**config.mk**
```make
export PLATFORM = sky130hd
export DESIGN_NAME = hssl_router
export DESIGN_NICKNAME = d
export VERILOG_FILES = /design/src/rtl/hssl_pkg.sv /design/src/rtl/hssl_match_enc.sv /design/src/rtl/hssl_router.sv
export SDC_FILE = /design/constraint.sdc
export NUM_CORES = 1
export LEC_CHECK = 0
export CAP_MARGIN = 20
export CORE_AREA = 5 5 468 470
export DETAILED_ROUTE_END_ITERATION = 7
export DIE_AREA = 0 0 473 475
export GPL_TIMING_DRIVEN = 0
export HOLD_SLACK_MARGIN = 0.08
export PLACE_DENSITY = 0.3
export RECOVER_POWER = 50
export SYNTH_ARGS = -nofsm -noshare
export SYNTH_HDL_FRONTEND = slang
export SYNTH_HIERARCHICAL = 1
export SYNTH_SLANG_ARGS = --single-unit
```
**constraint.sdc**
```tcl
create_clock -name clk -period 4.14 [get_ports clk]
set_input_delay 0.828 -clock clk [delete_from_list [all_inputs] [get_ports clk]]
set_output_delay 0.828 -clock clk [all_outputs]
set_load 0.02 [all_outputs]
```
**src/rtl/hssl_pkg.sv**
```systemverilog
// Shared types and constants for the HSSL routing stage.
package hssl_pkg;

    localparam int HSSL_PKT_W       = 32;
    localparam int HSSL_ROUTE_W     = 3;
    localparam int HSSL_NUM_ENTRIES = 16;
    localparam logic [31:0] CNT_MAX = 32'hFFFF_FFFF;

    typedef logic [HSSL_PKT_W-1:0]   pkt_t;
    typedef logic [HSSL_ROUTE_W-1:0] route_t;

endpackage

```
**src/rtl/hssl_match_enc.sv**
```systemverilog
// Combinational key/mask table lookup; the lowest-index matching entry supplies the route.
module hssl_match_enc
    import hssl_pkg::*;
#(
    parameter int NUM_ENTRIES = HSSL_NUM_ENTRIES,
    parameter int PKT_W       = HSSL_PKT_W,
    parameter int ROUTE_W     = HSSL_ROUTE_W
) (
    input  logic [PKT_W-1:0]                      pkt,
    input  logic [NUM_ENTRIES-1:0][PKT_W-1:0]     key,
    input  logic [NUM_ENTRIES-1:0][PKT_W-1:0]     mask,
    input  logic [NUM_ENTRIES-1:0][ROUTE_W-1:0]   route,
    output logic                                  hit,
    output logic [ROUTE_W-1:0]                    hit_route
);

    logic [NUM_ENTRIES-1:0] match;

    generate
        for (genvar gi = 0; gi < NUM_ENTRIES; gi++) begin : g_match
            assign match[gi] = ((pkt & mask[gi]) == key[gi]);
        end
    endgenerate

    // Scanning from the top down lets the lowest matching index write last.
    always_comb begin
        hit       = |match;
        hit_route = '0;
        for (int i = NUM_ENTRIES - 1; i >= 0; i--) begin
            if (match[i]) begin
                hit_route = route[i];
            end
        end
    end

endmodule

```
**src/rtl/hssl_router.sv**
```systemverilog
// Two-stage routing pipeline: table lookup in stage 1, forward/drop decision and output in stage 2.
module hssl_router
    import hssl_pkg::*;
#(
    parameter int NUM_ENTRIES = HSSL_NUM_ENTRIES,
    parameter int PKT_W       = HSSL_PKT_W,
    parameter int ROUTE_W     = HSSL_ROUTE_W
) (
    input  logic                                  clk,
    input  logic                                  resetn,
    input  logic [NUM_ENTRIES-1:0][PKT_W-1:0]     reg_key_in,
    input  logic [NUM_ENTRIES-1:0][PKT_W-1:0]     reg_mask_in,
    input  logic [NUM_ENTRIES-1:0][ROUTE_W-1:0]   reg_route_in,
    input  logic [PKT_W-1:0]                      pkt_data_in,
    input  logic                                  pkt_vld_in,
    output logic                                  pkt_rdy_out,
    output logic [PKT_W-1:0]                      pkt_data_out,
    output logic [ROUTE_W-1:0]                    pkt_route_out,
    output logic                                  pkt_vld_out,
    input  logic                                  pkt_rdy_in,
    input  logic                                  cnt_clr_in,
    output logic [31:0]                           drop_cnt_out,
    output logic [31:0]                           fwd_cnt_out
);

    logic               en;
    logic               accept;
    logic               enc_hit;
    logic [ROUTE_W-1:0] enc_route;

    logic               s1_vld_reg;
    logic [PKT_W-1:0]   s1_data_reg;
    logic               s1_hit_reg;
    logic [ROUTE_W-1:0] s1_route_reg;

    logic               vld_out_reg;
    logic [PKT_W-1:0]   data_out_reg;
    logic [ROUTE_W-1:0] route_out_reg;
    logic [31:0]        drop_cnt_reg;
    logic [31:0]        fwd_cnt_reg;

    logic               fwd;
    logic               drop;

    hssl_match_enc #(
        .NUM_ENTRIES (NUM_ENTRIES),
        .PKT_W       (PKT_W),
        .ROUTE_W     (ROUTE_W)
    ) u_match_enc (
        .pkt       (pkt_data_in),
        .key       (reg_key_in),
        .mask      (reg_mask_in),
        .route     (reg_route_in),
        .hit       (enc_hit),
        .hit_route (enc_route)
    );

    // The whole pipeline advances together; a stalled output freezes both stages.
    assign en     = !vld_out_reg || pkt_rdy_in;
    assign accept = pkt_vld_in && en;
    assign fwd    = s1_vld_reg && s1_hit_reg && (s1_route_reg != '0);
    assign drop   = s1_vld_reg && !fwd;

    always_ff @(posedge clk) begin
        if (!resetn) begin
            s1_vld_reg    <= 1'b0;
            vld_out_reg   <= 1'b0;
            data_out_reg  <= '0;
            route_out_reg <= '0;
        end else if (en) begin
            s1_vld_reg  <= accept;
            vld_out_reg <= fwd;
            if (fwd) begin
                data_out_reg  <= s1_data_reg;
                route_out_reg <= s1_route_reg;
            end
        end
    end

    // Stage-1 payload is qualified by s1_vld_reg, so it needs no reset.
    always_ff @(posedge clk) begin
        if (en) begin
            s1_data_reg  <= pkt_data_in;
            s1_hit_reg   <= enc_hit;
            s1_route_reg <= enc_route;
        end
    end

    always_ff @(posedge clk) begin
        if (!resetn || cnt_clr_in) begin
            drop_cnt_reg <= '0;
        end else if (en && drop && (drop_cnt_reg != CNT_MAX)) begin
            drop_cnt_reg <= drop_cnt_reg + 32'd1;
        end
    end

    always_ff @(posedge clk) begin
        if (!resetn || cnt_clr_in) begin
            fwd_cnt_reg <= '0;
        end else if (en && fwd && (fwd_cnt_reg != CNT_MAX)) begin
            fwd_cnt_reg <= fwd_cnt_reg + 32'd1;
        end
    end

    assign pkt_rdy_out   = en;
    assign pkt_vld_out   = vld_out_reg;
    assign pkt_data_out  = data_out_reg;
    assign pkt_route_out = route_out_reg;
    assign drop_cnt_out  = drop_cnt_reg;
    assign fwd_cnt_out   = fwd_cnt_reg;

endmodule

```
==> metrics.md <==
| Metric | Value |
|---|---|
| Critical Path Start Type | `input port` |
| Worst path arrival time | `~4.4 ns` |
| Detailed-placement wirelength estimate | `approximately 210,000 um` |
| Number of enable flip-flop cells after synthesis | `36` |
| Biggest fanout along the worst timing path | `10` |
| Final critical-path required period | `approximately 4.2 ns` |
| Count of unresolved DRC violations after routing | `0` |
| Initial standard-cell utilization of the core | `about 7.5%` |
| Setup repair after global routing missed its margin | `no` |
| I/O pins | `1,210` |
| Total of warnings raised by yosys | `6` |
| Post-Syn Nets | `about 3,200` |
| Clock H-tree levels | `4` |
| Dominant cells by area after synthesis | `dfxtp_1, and3_1, a21oi_1` |
| Number of distinct library cells after synthesis | `75` |
| Final-report max-slew violation count | `0` |
| Areal power density over the cells | `~170 mW/mm2` |
| Chip Width | `around 470 um` |
| Number of standard-cell rows in the floorplan | `170` |
| Hold-fix buffer count after cts | `0` |
| Number of hold violations in the final report | `0` |
| Routed wire per std cell | `~39 um` |
| Violations in the final reports | `negative setup slack` |
| Post-Syn Instances | `about 2,100` |
| Initial antenna violation count | `roughly 270` |
| Net count of the finished layout | `4,515` |
| Maximum buffer depth of the clock tree | `2` |
| Startpoint-to-endpoint class of the critical path | `input port to flip-flop` |
| Layout Area Growth over Synthesis | `111%` |
| DRT Wirelength | `between 200,000 and 250,000 um` |
| Final global-route overflow total | `0` |
| Number of detailed-routing iterations run before antenna repair | `5` |
| Area share of the largest cell type after synthesis | `approximately an eighth` |
| Setup tns final | `-0.136 ns` |
| Slew Limit Headroom | `about 33%` |
| Kind of end point of the critical path | `flip-flop` |
| Detailed Route Iter0 Violations | `a little under 2,000` |
| Final setup violation count | `2` |
| Post-DRT Antenna Nets | `0` |
| Layout cells sized above 1 | `a little over 7%` |
| Most frequent cells in the layout | `clkdlybuf4s50_1, a21oi_1, nand2_1, and3_1, a21boi_0` |
| Sink Count | `137` |
| Via count | `25,171` |
| Clock slew at reported path FFs | `roughly 0.060 ns` |
| TritonCTS Buffers | `17` |
| Area leader, netlist | `dfxtp_1` |
| Overall global routing resource usage | `approximately 21%` |
| Via/cell ratio | `slightly below 4` |
| Slew @ Worst Pin | `about 1 ns` |
| Final Core Density | `~16%` |
| Fill cell total of the finished layout | `about 24,000` |
| Area of the core | `0.214 mm2` |
| Max IR drop VDD | `0.305 mV` |
| Seq cells post-synth | `approximately 140` |
| Dominant synthesized flop cell | `dfxtp_1` |
| PnR worst setup slack | `-0.0725 ns` |
| Via count of the first global-routing pass | `approximately 24,000` |
| Syn_area_per_cell | `approximately 7.5 um2` |
| Worst-Skew Late Latency | `0.48 ns` |
| Total power of the final layout | `between 0.005 and 0.006 W` |
| Height of the die | `~480 um` |
| Max Cap Viol | `0` |
| Leak | `roughly 13 nW` |
| Global-route wire length before repair | `around 300,000 um` |
| Die outline area | `roughly 0.22 mm2` |
| TritonCTS clock tree | `yes` |
| Commonest non-fill, non-tap cell in the layout | `clkdlybuf4s50_1` |
| Status | `finished with violations` |
| GP Congestion | `around 0.9` |
| Input/output buffers | `~1,200` |
| Required time of the critical path | `approximately 4.3 ns` |
| Hold WC Path Type | `flip-flop to flip-flop` |
| Library cell used as clock root buffer | `clkbuf_16` |
| Pin count of the biggest net entering global routing | `35` |
| Fraction of registers with async set/reset | `0%` |
| Maximum frequency from static timing analysis | `237 MHz` |
| Register area share after synthesis | `19.4%` |
| Post-synthesis cell area | `around 0.016 mm2` |
| Fin crit share | `102%` |
| Worst clock skew on the final layout | `0.0214 ns` |
path summary, 6_finish.rpt:
check                             endpoint  slack [ns]                         start  cells past startpoint
max              s1_route_reg[0]$_DFFE_PP_       -0.07                pkt_data_in[6]                     13
min           pkt_data_out[9]$_SDFFE_PN0P_        0.47  pkt_data_out[9]$_SDFFE_PN0P_                      2
min reg2reg   pkt_data_out[9]$_SDFFE_PN0P_        0.47  pkt_data_out[9]$_SDFFE_PN0P_                      2
max reg2reg  pkt_route_out[0]$_SDFFE_PN0P_        1.05      pkt_vld_out$_SDFFE_PN0P_                      7
cell families (layout without fill, tap and decap cells):
family                     after synthesis  after routing  share of synthesized area [%]
DFF                                    137            137                           19.4
buffers and inverters                  148           1432                           5.33
muxes                                    5              5                          0.320
xor gates and xnor gates               100            100                           5.47
other                                    0             94                              0
adders and majority gates                2              2                          0.156
and+or+nand+nor                        930            930                           34.5
AOI/OAI and AO/OA                      811            811                           34.8
worst max-delay path, cell delays in order:
cell	delay, ns
clkbuf_1	0.40
buf_4	0.35
buf_4	0.34
a21boi_0	0.15
a211oi_1	0.28
nand4_1	0.47
nor4_4	0.45
buf_8	0.21
nand2b_1	0.09
o21ai_0	0.23
o31ai_2	0.12
a211oi_1	0.29
o22ai_1	0.13
synth_stat cells, types with 8 or more instances:
cell type	instances
or3_1	25
and3b_1	104
buf_2	53
a21oi_1	262
clkbuf_1	32
dfxtp_1	101
buf_4	20
nand2b_1	13
or4_1	21
o22a_1	104
a21boi_0	140
and3_1	216
nand4_1	81
o31ai_1	19
nor2_1	27
o211ai_1	9
xnor2_1	97
nor4_2	8
inv_1	18
nor4_1	37
edfxtp_1	36
a211oi_1	104
buf_6	18
o21ai_0	30
and4_1	14
nand3_1	130
nand2_1	216
a21o_1	104
per-layer routing:
| layer | GRT usage (%) | routed length (um) |
|---|---|---|
| met1 | 24.0 | 95400 |
| met2 | 35.9 | 119000 |
| met3 | 7.25 | 22500 |
| met4 | 5.67 | 7230 |
| met5 | 0 | 857 |
power by group:
part	internal, W	switching [W]	leakage (nW)
clock network	0.000839	0.000775	0.271
registers	0.00139	0.00000968	1.20
logic	0.00142	0.00121	11.3
area by class of cell:
class | instances | area, um2 | area share [%]
Antenna cell | 94 | 235 | 0.695
Sequential cell | 137 | 3100 | 9.17
Clock buffer | 17 | 425 | 1.26
Buffer | 129 | 1470 | 4.34
Clock inverter | 15 | 143 | 0.422
Multi-Input combinational cell | 1848 | 12300 | 36.2
Tap cell | 2838 | 3550 | 10.5
Inverter | 19 | 72.6 | 0.214
Timing Repair Buffer | 1252 | 12600 | 37.2
stage by stage:
step                      hold slack (ns)  worst slack [ns]  instance area [um2]  cells
after detailed placement            0.463             -2.33                32000   6197
after CTS                           0.473          -0.00252                33500   6249
after global placement              0.457             -4.23                31700   6180
after floorplan                     0.496             0.850                16000   2133
after global routing                0.487           0.00298                33700   6281
final                               0.466           -0.0725                33800   6349
timing repair:
action / 4_1_cts / 5_1_grt
pin swaps: 23 / 17
endpoints found under the setup margin: 4 / 4
resized for setup: 236 / 39
buffers inserted: 20 / 6
No activity file was read; power rests on OpenSTA's default activity.
